$ cat config.mk
export PLATFORM = sky130hd
export DESIGN_NAME = ddr3_arbiter_flat
export DESIGN_NICKNAME = d
export VERILOG_FILES = /design/src/rtl/ddr3_arbiter_if.sv /design/src/rtl/ddr3_arbiter.sv /design/src/flat_wrapper.sv
export SDC_FILE = /design/constraint.sdc
export NUM_CORES = 1
export LEC_CHECK = 0
export ABC_CLOCK_PERIOD_IN_PS = 2500
export CAP_MARGIN = 20
export CELL_PAD_IN_SITES_DETAIL_PLACEMENT = 2
export CELL_PAD_IN_SITES_GLOBAL_PLACEMENT = 2
export CORE_AREA = 2 2 116 118
export CTS_CLUSTER_DIAMETER = 100
export DETAILED_ROUTE_END_ITERATION = 10
export DIE_AREA = 0 0 118 120
export GPL_ROUTABILITY_DRIVEN = 0
export GPL_TIMING_DRIVEN = 0
export PLACE_DENSITY_LB_ADDON = 0.25
export SETUP_SLACK_MARGIN = 0.05
export SLEW_MARGIN = 5
export SYNTH_ARGS = -nofsm -noshare
export SYNTH_HDL_FRONTEND = slang
export SYNTH_SLANG_ARGS = --single-unit
$ cat constraint.sdc
create_clock -name sclk -period 2.5 [get_ports sclk]
set_clock_uncertainty 0.1 [all_clocks]
set_input_delay 0.625 -clock sclk [delete_from_list [all_inputs] [get_ports sclk]]
set_output_delay 0.625 -clock sclk [all_outputs]
set_load 0.01 [all_outputs]
$ cat src/rtl/ddr3_arbiter_if.sv
// Bundle between the DDR3 burst arbiter, the MIG user port and the two frame FIFOs.
// The arbiter uses the master modport; the controller/FIFO side uses slave.
interface ddr3_arbiter_if #(
  parameter int ADDR_W = 28
);
  logic              init_calib_complete;
  logic              wr_trig;
  logic              rd_trig;
  logic              app_rdy;
  logic              app_wdf_rdy;
  logic              app_rd_data_valid;
  logic              app_en;
  logic [2:0]        app_cmd;
  logic [ADDR_W-1:0] app_addr;
  logic              app_wdf_wren;
  logic              app_wdf_end;
  logic              wfifo_rd_en;
  logic              rfifo_wr_en;
  logic              wr_frame_end;
  logic              rd_frame_end;
  logic              busy;

  modport master (
    input  init_calib_complete, wr_trig, rd_trig, app_rdy, app_wdf_rdy, app_rd_data_valid,
    output app_en, app_cmd, app_addr, app_wdf_wren, app_wdf_end, wfifo_rd_en,
           rfifo_wr_en, wr_frame_end, rd_frame_end, busy
  );

  modport slave (
    output init_calib_complete, wr_trig, rd_trig, app_rdy, app_wdf_rdy, app_rd_data_valid,
    input  app_en, app_cmd, app_addr, app_wdf_wren, app_wdf_end, wfifo_rd_en,
           rfifo_wr_en, wr_frame_end, rd_frame_end, busy
  );
endinterface

$ cat src/rtl/ddr3_arbiter.sv
// Burst scheduler sharing one MIG app port between the write FIFO and the read FIFO,
// with independent frame-linear write/read addresses that wrap every frame.
module ddr3_arbiter #(
  parameter int BURST_LEN   = 16,
  parameter int FRAME_BEATS = 115200,
  parameter int ADDR_STEP   = 8,
  parameter int ADDR_W      = 28
) (
  input  logic sclk,
  input  logic s_rst,
  ddr3_arbiter_if.master bus
);
  localparam int                CW   = $clog2(BURST_LEN) + 1;
  localparam logic [CW-1:0]     BL   = CW'(BURST_LEN);
  localparam logic [ADDR_W-1:0] STEP = ADDR_W'(ADDR_STEP);
  localparam logic [ADDR_W-1:0] WRAP = ADDR_W'(FRAME_BEATS * ADDR_STEP);

  typedef enum logic [1:0] {IDLE, ARB, WR, RD} state_t;

  state_t            state;
  logic              last_wr;
  logic [CW-1:0]     cmd_cnt, ret_cnt, ret_nxt;
  logic [ADDR_W-1:0] wr_addr, rd_addr, wr_inc, rd_inc;
  logic              wr_fe, rd_fe;
  logic              cmd_open, wr_fire, rd_req, rd_acc, wr_wrap, rd_wrap;

  assign cmd_open = cmd_cnt < BL;
  assign wr_fire  = (state == WR) && cmd_open && bus.app_rdy && bus.app_wdf_rdy;
  assign rd_req   = (state == RD) && cmd_open;
  assign rd_acc   = rd_req && bus.app_rdy;
  assign ret_nxt  = ret_cnt + CW'(bus.app_rd_data_valid);
  assign wr_inc   = wr_addr + STEP;
  assign rd_inc   = rd_addr + STEP;
  assign wr_wrap  = (wr_inc == WRAP);
  assign rd_wrap  = (rd_inc == WRAP);

  assign bus.app_en       = wr_fire || rd_req;
  assign bus.app_cmd      = (state == RD) ? 3'b001 : 3'b000;
  assign bus.app_addr     = (state == WR) ? wr_addr : (state == RD) ? rd_addr : '0;
  assign bus.app_wdf_wren = wr_fire;
  assign bus.app_wdf_end  = wr_fire;
  assign bus.wfifo_rd_en  = wr_fire;
  assign bus.rfifo_wr_en  = bus.app_rd_data_valid;
  assign bus.wr_frame_end = wr_fe;
  assign bus.rd_frame_end = rd_fe;
  assign bus.busy         = (state != IDLE);

  always_ff @(posedge sclk or posedge s_rst) begin
    if (s_rst) begin
      state   <= IDLE;
      last_wr <= 1'b1;
      cmd_cnt <= '0;
      ret_cnt <= '0;
      wr_addr <= '0;
      rd_addr <= '0;
      wr_fe   <= 1'b0;
      rd_fe   <= 1'b0;
    end else begin
      wr_fe <= 1'b0;
      rd_fe <= 1'b0;
      if (wr_fire) begin
        cmd_cnt <= cmd_cnt + 1'b1;
        wr_addr <= wr_wrap ? '0 : wr_inc;
        wr_fe   <= wr_wrap;
      end
      if (rd_acc) begin
        cmd_cnt <= cmd_cnt + 1'b1;
        rd_addr <= rd_wrap ? '0 : rd_inc;
        rd_fe   <= rd_wrap;
      end
      if (state == RD && bus.app_rd_data_valid) ret_cnt <= ret_nxt;
      case (state)
        IDLE: if (bus.init_calib_complete) state <= ARB;
        ARB: begin
          // Contested grants go to whichever path did not win last time.
          if (!bus.init_calib_complete) begin
            state <= IDLE;
          end else if (bus.wr_trig && (!bus.rd_trig || !last_wr)) begin
            state   <= WR;
            last_wr <= 1'b1;
            cmd_cnt <= '0;
            ret_cnt <= '0;
          end else if (bus.rd_trig) begin
            state   <= RD;
            last_wr <= 1'b0;
            cmd_cnt <= '0;
            ret_cnt <= '0;
          end
        end
        WR: if (cmd_cnt == BL) state <= ARB;
        // A beat landing this cycle counts toward completion.
        RD: if (cmd_cnt == BL && ret_nxt == BL) state <= ARB;
        default: state <= IDLE;
      endcase
    end
  end
endmodule

$ cat src/flat_wrapper.sv
// flat-port wrapper written by rule: the top's interface ports become plain ports
module ddr3_arbiter_flat 
#(
  parameter int BURST_LEN   = 16,
  parameter int FRAME_BEATS = 115200,
  parameter int ADDR_STEP   = 8,
  parameter int ADDR_W      = 28
)
  (sclk, s_rst, bus_init_calib_complete, bus_wr_trig, bus_rd_trig, bus_app_rdy, bus_app_wdf_rdy, bus_app_rd_data_valid, bus_app_en, bus_app_cmd, bus_app_addr, bus_app_wdf_wren, bus_app_wdf_end, bus_wfifo_rd_en, bus_rfifo_wr_en, bus_wr_frame_end, bus_rd_frame_end, bus_busy);
  ddr3_arbiter_if #(.ADDR_W(ADDR_W)) bus_i ();
  input  logic sclk;
  input  logic s_rst;
  input wire logic [$bits(bus_i.init_calib_complete)-1:0] bus_init_calib_complete;
  input wire logic [$bits(bus_i.wr_trig)-1:0] bus_wr_trig;
  input wire logic [$bits(bus_i.rd_trig)-1:0] bus_rd_trig;
  input wire logic [$bits(bus_i.app_rdy)-1:0] bus_app_rdy;
  input wire logic [$bits(bus_i.app_wdf_rdy)-1:0] bus_app_wdf_rdy;
  input wire logic [$bits(bus_i.app_rd_data_valid)-1:0] bus_app_rd_data_valid;
  output wire logic [$bits(bus_i.app_en)-1:0] bus_app_en;
  output wire logic [$bits(bus_i.app_cmd)-1:0] bus_app_cmd;
  output wire logic [$bits(bus_i.app_addr)-1:0] bus_app_addr;
  output wire logic [$bits(bus_i.app_wdf_wren)-1:0] bus_app_wdf_wren;
  output wire logic [$bits(bus_i.app_wdf_end)-1:0] bus_app_wdf_end;
  output wire logic [$bits(bus_i.wfifo_rd_en)-1:0] bus_wfifo_rd_en;
  output wire logic [$bits(bus_i.rfifo_wr_en)-1:0] bus_rfifo_wr_en;
  output wire logic [$bits(bus_i.wr_frame_end)-1:0] bus_wr_frame_end;
  output wire logic [$bits(bus_i.rd_frame_end)-1:0] bus_rd_frame_end;
  output wire logic [$bits(bus_i.busy)-1:0] bus_busy;
  assign bus_i.init_calib_complete = bus_init_calib_complete;
  assign bus_i.wr_trig = bus_wr_trig;
  assign bus_i.rd_trig = bus_rd_trig;
  assign bus_i.app_rdy = bus_app_rdy;
  assign bus_i.app_wdf_rdy = bus_app_wdf_rdy;
  assign bus_i.app_rd_data_valid = bus_app_rd_data_valid;
  assign bus_app_en = bus_i.app_en;
  assign bus_app_cmd = bus_i.app_cmd;
  assign bus_app_addr = bus_i.app_addr;
  assign bus_app_wdf_wren = bus_i.app_wdf_wren;
  assign bus_app_wdf_end = bus_i.app_wdf_end;
  assign bus_wfifo_rd_en = bus_i.wfifo_rd_en;
  assign bus_rfifo_wr_en = bus_i.rfifo_wr_en;
  assign bus_wr_frame_end = bus_i.wr_frame_end;
  assign bus_rd_frame_end = bus_i.rd_frame_end;
  assign bus_busy = bus_i.busy;
  ddr3_arbiter #(.BURST_LEN(BURST_LEN), .FRAME_BEATS(FRAME_BEATS), .ADDR_STEP(ADDR_STEP), .ADDR_W(ADDR_W)) u_core (.sclk(sclk), .s_rst(s_rst), .bus(bus_i));
endmodule
==> summary.txt, run 1 <==
Setup path
  – CP top delay family: simple AND/OR/NAND/NOR gates
  – CP endpoint kind: flip-flop
  – Worst setup SP type: flip-flop
  – Worst path most repeated cell: buf_4
  – Arrival @ worst endpoint: around 2.6 ns
  – Crit Path Max Fanout: 5
  – Critical path cell sequence: ha_4 > nand4_1 > buf_4 > nor3_1 > nand3_1 > o31a_1 > nor4_4 > buf_4 > a21oi_2
  – CP max-delay cell: nor3_1
  – Sum of buffers and inverters on the critical path: 2
  – Required time of the critical path: roughly 2.6 ns
  – CP Class: flip-flop to flip-flop
  – CP max stage delay: approximately 0.46 ns

Logic synthesis
  – Synth Flop Type: dfrtp_1
  – Netlist cell types: just under 60
  – Yosys reg bits: 65
  – Post-synth EDFFs: 0
  – Post-synthesis async set-or-reset flop share: 1.00
  – Mapped Cells: around 510
  – Yosys Warn Count: 0
  – Top cells by area, synth: dfrtp_1 (35%), xnor2_1 (7.8%), mux2i_1 (6.9%), xor2_1 (4.8%), nand2_1 (4.1%)
  – Sequential-to-total area share from yosys stat: 0.360
  – Top cell type's share of synthesized area: 0.354
  – Yosys top cell by area: dfrtp_1
  – Synth Cell Area: 4520 µm²
  – Mapped Avg Cell Area: about 8.9 µm²

Routing
  – Post-route ant nets: 0
  – 1st-pass router iterations: 4
  – Post-DR wirelength/cell: 21.9 µm
  – DRT Wirelength: between 15000 and 20000 µm
  – Iteration-0 DRC Markers: 170
  – Drc violations: 0
  – Routed via count: around 4.3k
  – Vias per std cell: between 5 and 6

Min path
  – Hold/Removal Path Class: flip-flop to flip-flop

GRT
  – Met2 usage: 0.389
  – First-pass GRT wire length: between 20000 and 25000 µm
  – GRT busiest layer: met2
  – Largest net degree at the start of global routing: 50
  – Initial antenna violation count: 0
  – Met1 Use GR: 0.281
  – Grt total ovfl: 0
  – Total GRT Usage: 0.228
  – Global Route met3 Usage: 0.0452
  – Vias in the first global route: 4514

CTS
  – Clk buf depth: 2
  – Skew-Pair Late Insertion Delay: between 0.3 and 0.4 ns
  – Root Driver: clkbuf_16
  – CTS tree: done
  – CTS Buf Count: 9
  – H-Tree Depth: 3
  – CTS clk-pin slew, worst paths: roughly 0.050 ns
  – Clock Sinks: 65

Power and ir drop
  – Flop pwr share: 0.331
  – Pint: around 2.8 mW
  – Overall Power: around 4.4 mW
  – Sw Ratio: 0.366
  – Logic pwr share: 0.389
  – Leakage: approximately 2.7 nW
  – Maximum vdd drop: between 500 and 600 µV
  – Switching pwr: approximately 1.6 mW
  – PwrDens: 730 nW/µm²
  – Clock network power share: 0.280

Timing
  – Final TNS setup: -0.0795 ns
  – Number of hold violations in the final report: 0
  – Slew Limit Headroom: 0.599
  – Fmax: between 300 and 400 MHz
  – Slew @ Worst Pin: between 0.6 and 0.7 ns
  – Final Max Slew Viols: 0
  – Tmin final: between 2 and 3 ns
  – Number of setup violations in the final report: 4
  – Final Cycle Share: 1.01
  – RSZ-0062 raised after global routing: true
  – PnR worst setup slack: -0.0283 ns

Floorplanning
  – Die Wd: between 100 and 150 µm
  – Die Ht: 120 µm
  – Die area: approximately 14000 µm²
  – Starting density of the core: 0.348
  – Rows: 42
  – Core ar.: 13000 µm²
  – I/O Pins: 47

Run status
  – Failing checks: setup timing
  – Status: finished, violations left

Placed design
  – Port Buf Inserts: 41
  – Hpwl dp: 10600 µm
  – Place WS: -1.26 ns
  – Dpl cells: 731
  – Post-DP Area: around 5200 µm²

Layout
  – Nets: ~600
  – FILL cells: 1402
  – Number of antenna diodes: 0
  – P&R area growth vs syn: 33.7%
  – Finished Layout Cells: about 770
  – Fin area: ~6000 µm²
  – Layout cells sized above 1: 0.274
  – Area taken by multi-input logic gates: ~2900 µm²
  – Register area: 1650 µm²

Run
  – Max Cap Viol: 0
## cell usage in the layout (no fill, tap or decap), drive strengths merged, types with 5 or more instances in the layout
cell type,synthesis,routed
xor2,25,25
o21ai,9,9
conb,1,5
a31oi,5,5
nand4,25,25
nor3,12,12
clkbuf,19,27
clkdlybuf4s50,0,7
inv,10,10
and4,6,6
ha,6,6
mux2i,31,31
nand3,29,29
dlygate4sd2,0,26
a21oi,18,18
nor2,38,38
xnor2,40,40
nor2b,26,26
or3,5,5
buf,29,68
nor4,10,10
dfrtp,64,64
and3,8,8
nand2,49,49
## timing repair
action	in CTS	in global routing
hold buffers	0	0
buffers inserted	18	18
pin swaps	6	20
endpoints found under the setup margin	54	24
cloned	0	0
gates resized for setup	83	71
## worst min-delay path: stages, from the launching register on
cell,delay [ns]
dfrtp_1,0.35
mux2i_1,0.07
nor2_1,0.08
## cells in the mapped netlist (2+ instances only)
library cell  instances
and3_2                3
buf_4                12
a211oi_1              2
o21ai_0               9
dfrtp_1              64
or4_1                 3
xnor2_1              40
a31oi_1               5
nand4_1              23
nor4_1                6
nand2_1              49
o31a_1                3
and3_1                5
a21oi_1              18
a41oi_1               3
nor2_1               37
nor2b_1              26
nand2b_1              3
nand4_4               2
buf_1                 4
or2_2                 2
clkbuf_2              3
or3_1                 5
mux2i_1              31
and4_1                5
nand3_1              28
and2_1                4
a22oi_1               2
a2111oi_0             3
nor3b_1               2
nor4_2                3
xor2_1               25
nor3_1               11
buf_2                13
ha_1                  6
clkbuf_1             16
inv_1                10
o21bai_1              2
## power groups by stage
stage               logic [mW]  clock network (mW)  registers (mW)
floorplan                0.982                   0            1.37
global placement          1.43                   0            1.41
detailed placement        1.50                   0            1.42
CTS                       1.56                1.25            1.44
global route              1.88                1.30            1.49
finish                    1.72                1.23            1.46
## metal layers
layer | routed length (µm) | vias to the layer above
met2 | 8840 | 62
met3 | 463 | 33
li1 | - | 1953
met4 | 418 | 0
met1 | 7200 | 2228
met5 | 0 | -
## area by class of cell
cell class                      count  share of cell area
Tap cell                          176              0.0364
Inverter                           10             0.00663
Clock inverter                      3             0.00248
Timing Repair Buffer               79               0.112
Clock buffer                       12              0.0441
Multi-Input combinational cell    390               0.476
Sequential cell                    65               0.273
Buffer                             39              0.0491
## state kept, by name, indices dropped and copies added, names as in the netlist
| name | count |
|---|---|
| u_core.last_wr | 1 |
| u_core.cmd_cnt | 5 |
| u_core.bus.rd_frame_end | 1 |
| u_core.state | 2 |
| u_core.ret_cnt | 5 |
| u_core.wr_addr | 25 |
| u_core.bus.wr_frame_end | 1 |
| u_core.rd_addr | 25 |
## logic make-up after synthesis
group,share of synthesized area
AND/OR/NAND/NOR,0.285
XOR/XNOR,0.126
flip-flops,0.360
buffers and inverters,0.0626
AO/OA/AOI/OAI,0.0803
multiplexers,0.0687
adder cells (fa/ha/maj),0.0166
other,0.000830
## per-stage QoR
step / hold slack (ns) / util
global route: 0.475 / 0.465
CTS: 0.447 / 0.439
floorplan: 0.387 / -
finish: 0.440 / 0.465
global placement: 0.412 / 0.398
detailed placement: 0.433 / 0.400
## final timing paths
check / startpoint / depth (start not counted) / to / slack, ns
min in group asynchronous: s_rst / 2 / u_core.rd_addr[19]$_DFFE_PP0P_ / 0.47
max: u_core.wr_addr[4]$_DFFE_PP0N_ / 9 / u_core.wr_addr[18]$_DFFE_PP0N_ / -0.03
min reg2reg: u_core.ret_cnt[0]$_DFF_PP0_ / 2 / u_core.ret_cnt[0]$_DFF_PP0_ / 0.44
max reg2reg: u_core.wr_addr[4]$_DFFE_PP0N_ / 9 / u_core.wr_addr[18]$_DFFE_PP0N_ / -0.03
min: u_core.ret_cnt[0]$_DFF_PP0_ / 2 / u_core.ret_cnt[0]$_DFF_PP0_ / 0.44
max in group asynchronous: s_rst / 3 / u_core.last_wr$_DFFE_PP1P_ / 1.25
Note: power is estimated with default switching activity, not from simulation.
==> run 2: changes to the inputs <==
--- a/config.mk
+++ b/config.mk
@@ -16,7 +16,7 @@
 export GPL_ROUTABILITY_DRIVEN = 0
 export GPL_TIMING_DRIVEN = 0
 export PLACE_DENSITY_LB_ADDON = 0.25
-export SETUP_SLACK_MARGIN = 0.05
+export SETUP_SLACK_MARGIN = 0.4
 export SLEW_MARGIN = 5
 export SYNTH_ARGS = -nofsm -noshare
 export SYNTH_HDL_FRONTEND = slang
==> run 2 against run 1 <==
Effect of this change:
- the run still ends with setup timing left
- worst setup slack worse by 0.070 ns
- flip-flop and latch count stayed put
- fmax is 2.7% lower
- utilization is 6.0 points higher
- sequential share of layout area is 3.1 points lower
- via count is 13% higher
- die area stayed put
- cell count is 8.1% higher
- first-iteration DRC count is 140% higher
- global-route usage is 3.2 points higher
- combinational power is 61% higher
- wire length is 43% higher
==> summary.txt, run 2 (synthesized netlist as in run 1, its figures left out) <==
Timing
  – Final Cycle Share: 1.04 (+0.0281)
  – Slew Limit Headroom: 0.411 (-0.188)
  – Final TNS setup: -0.418 ns (-0.338 ns)
  – PnR worst setup slack: -0.0986 ns (-0.0703 ns)
  – Number of setup violations in the final report: 11 (+7)
  – RSZ-0062 raised after global routing: true
  – Final Max Slew Viols: 0 (unchanged)
  – Slew @ Worst Pin: 0.882 ns (+0.281 ns)
  – Number of hold violations in the final report: 0 (unchanged)
  – Tmin final: 2.60 ns (+0.0703 ns)
  – Fmax: 385 MHz (-2.7%)

Layout
  – Number of antenna diodes: 0 (unchanged)
  – Finished Layout Cells: 837 (+8.1%)
  – Most frequent cells in the layout: buf_4 (77), dfrtp_1 (50), nand2_1 (45)
  – Layout cells sized above 1: 0.421 (+0.146)
  – Nets: 670 (+10%)
  – Most common cell after layout, fill and taps aside: buf_4
  – Biggest regs: u_core.rd_addr x25, u_core.wr_addr x25
  – P&R area growth vs syn: 51.0%
  – Post-layout util: 0.526 (+0.0601)
  – Fin area: 6820 µm² (+13%)

CTS
  – Clk buf depth: 2 (unchanged)
  – Clock Sinks: 65 (unchanged)
  – CTS tree: done
  – Skew-Pair Late Insertion Delay: 0.36 ns (about the same)
  – H-Tree Depth: 3 (unchanged)
  – CTS clk-pin slew, worst paths: 0.06 ns (about the same)
  – Root Driver: clkbuf_16
  – CTS Buf Count: 9 (unchanged)
  – Hold-fix buffers at CTS: 0 (unchanged)

Floorplanning
  – Starting density of the core: 0.348 (unchanged)
  – Die area: 14200 µm² (unchanged)
  – I/O Pins: 47 (unchanged)
  – Rows: 42 (unchanged)
  – Die Wd: 118 µm (unchanged)
  – Die Ht: 120 µm (unchanged)
  – Core ar.: 13000 µm² (unchanged)

Routing
  – Routed length on met3: 1050 µm (+130%)
  – M1 WL: 9660 µm (+34%)
  – Post-route ant nets: 0 (unchanged)
  – Met2 WL: 12700 µm (+43%)
  – Post-DR wirelength/cell: 28.9 µm (+32%)
  – Iteration-0 DRC Markers: 411 (+140%)
  – Routed via count: 4845 (+13%)
  – Highest Signal Layer: met4
  – 1st-pass router iterations: 5 (+1)
  – DRT Wirelength: 24200 µm (+43%)
  – Vias per std cell: 5.79 (+4.8%)
  – Drc violations: 0 (unchanged)

Setup path
  – Worst setup SP type: flip-flop
  – CP Class: flip-flop to flip-flop
  – Required time of the critical path: 2.62 ns (about the same)
  – Arrival @ worst endpoint: 2.72 ns (+0.08 ns)
  – Crit Path Max Fanout: 5 (unchanged)
  – CP endpoint kind: flip-flop

Placed design
  – Dpl cells: 731 (unchanged)
  – Hpwl dp: 10800 µm (+1.8%)
  – Port Buf Inserts: 41 (unchanged)
  – Post-DP Area: 5230 µm² (+0.67%)

Run
  – Max Cap Viol: 0 (unchanged)

Power and ir drop
  – PwrDens: 800 nW/µm² (+9.5%)
  – Overall Power: 5.45 mW (+24%)
  – Leakage: 3.05 nW (+14%)
  – Maximum vdd drop: 518 µV (-6.9%)

Run status
  – Status: finished, violations left
  – Failing checks: setup timing

GRT
  – Grt total ovfl: 0 (unchanged)
  – Vias in the first global route: 4817 (+6.7%)
  – Initial antenna violation count: 0 (unchanged)
  – First-pass GRT wire length: 28300 µm (+13%)
  – Total GRT Usage: 0.260 (+0.0324)
  – Largest net degree at the start of global routing: 36 (-28%)

Min path
  – Hold/Removal Path Class: flip-flop to flip-flop
==> run 2: power by group <==
group / leakage [nW] / total [mW] / switching, mW / internal, mW
registers: 0.843 / 1.48 / 0.246 / 1.23
clock network: 0.130 / 1.21 / 0.544 / 0.666
logic: 2.08 / 2.77 / 1.38 / 1.39
total: 3.05 / 5.45 / 2.17 / 3.29
==> run 2: worst paths after layout <==
| check | from | end | slack, ns | depth (start not counted) |
|---|---|---|---|---|
| min reg2reg | u_core.rd_addr[7]$_DFFE_PP0P_ | u_core.rd_addr[7]$_DFFE_PP0P_ | 0.45 | 1 |
| max | u_core.state[0]$_DFFE_PP0P_ | u_core.wr_addr[18]$_DFFE_PP0N_ | -0.1 | 9 |
| min in group asynchronous | s_rst | u_core.rd_addr[10]$_DFFE_PP0P_ | 0.69 | 2 |
| min | u_core.rd_addr[7]$_DFFE_PP0P_ | u_core.rd_addr[7]$_DFFE_PP0P_ | 0.45 | 1 |
| max in group asynchronous | s_rst | u_core.last_wr$_DFFE_PP1P_ | 0.90 | 3 |
| max reg2reg | u_core.state[0]$_DFFE_PP0P_ | u_core.wr_addr[18]$_DFFE_PP0N_ | -0.1 | 9 |
==> run 2: routing by layer <==
metal | global-route usage | vias up
met2 | 0.468 | 177
met3 | 0.0299 | 61
met4 | 0.0994 | 0
met5 | 0 | -
met1 | 0.319 | 2539
li1 | - | 2068
==> run 2: critical path, stage by stage (launching register included) <==
cell	delay, ns
dfrtp_1	0.41
buf_8	0.17
nand4b_1	0.29
inv_2	0.18
buf_4	0.16
nand4_1	0.14
or4_4	0.49
nor4_4	0.25
buf_4	0.18
a21oi_1	0.08
==> run 2: what timing repair did <==
action	CTS	global route
pin swaps	18	28
cloned	2	3
buffers inserted	34	51
endpoints found under the setup margin	80	49
gates resized for setup	180	157
==> run 2: stage by stage <==
step	hold WS, ns	setup slack [ns]
floorplan	0.387	0.309
global placement	0.412	-0.921
detailed placement	0.437	-0.983
CTS	0.428	0.0888
global route	0.465	-0.134
finish	0.451	-0.0986
==> run 2: area by class of cell <==
type	instances	area (µm²)
buffer	48	435
fill	1338	6160
tap	176	220
inverter	10	41.3
timing repair buffer	131	1090
clock buffer	12	236
clock inverter	4	20.0
sequential	65	1650
multi-input combinational	391	3130
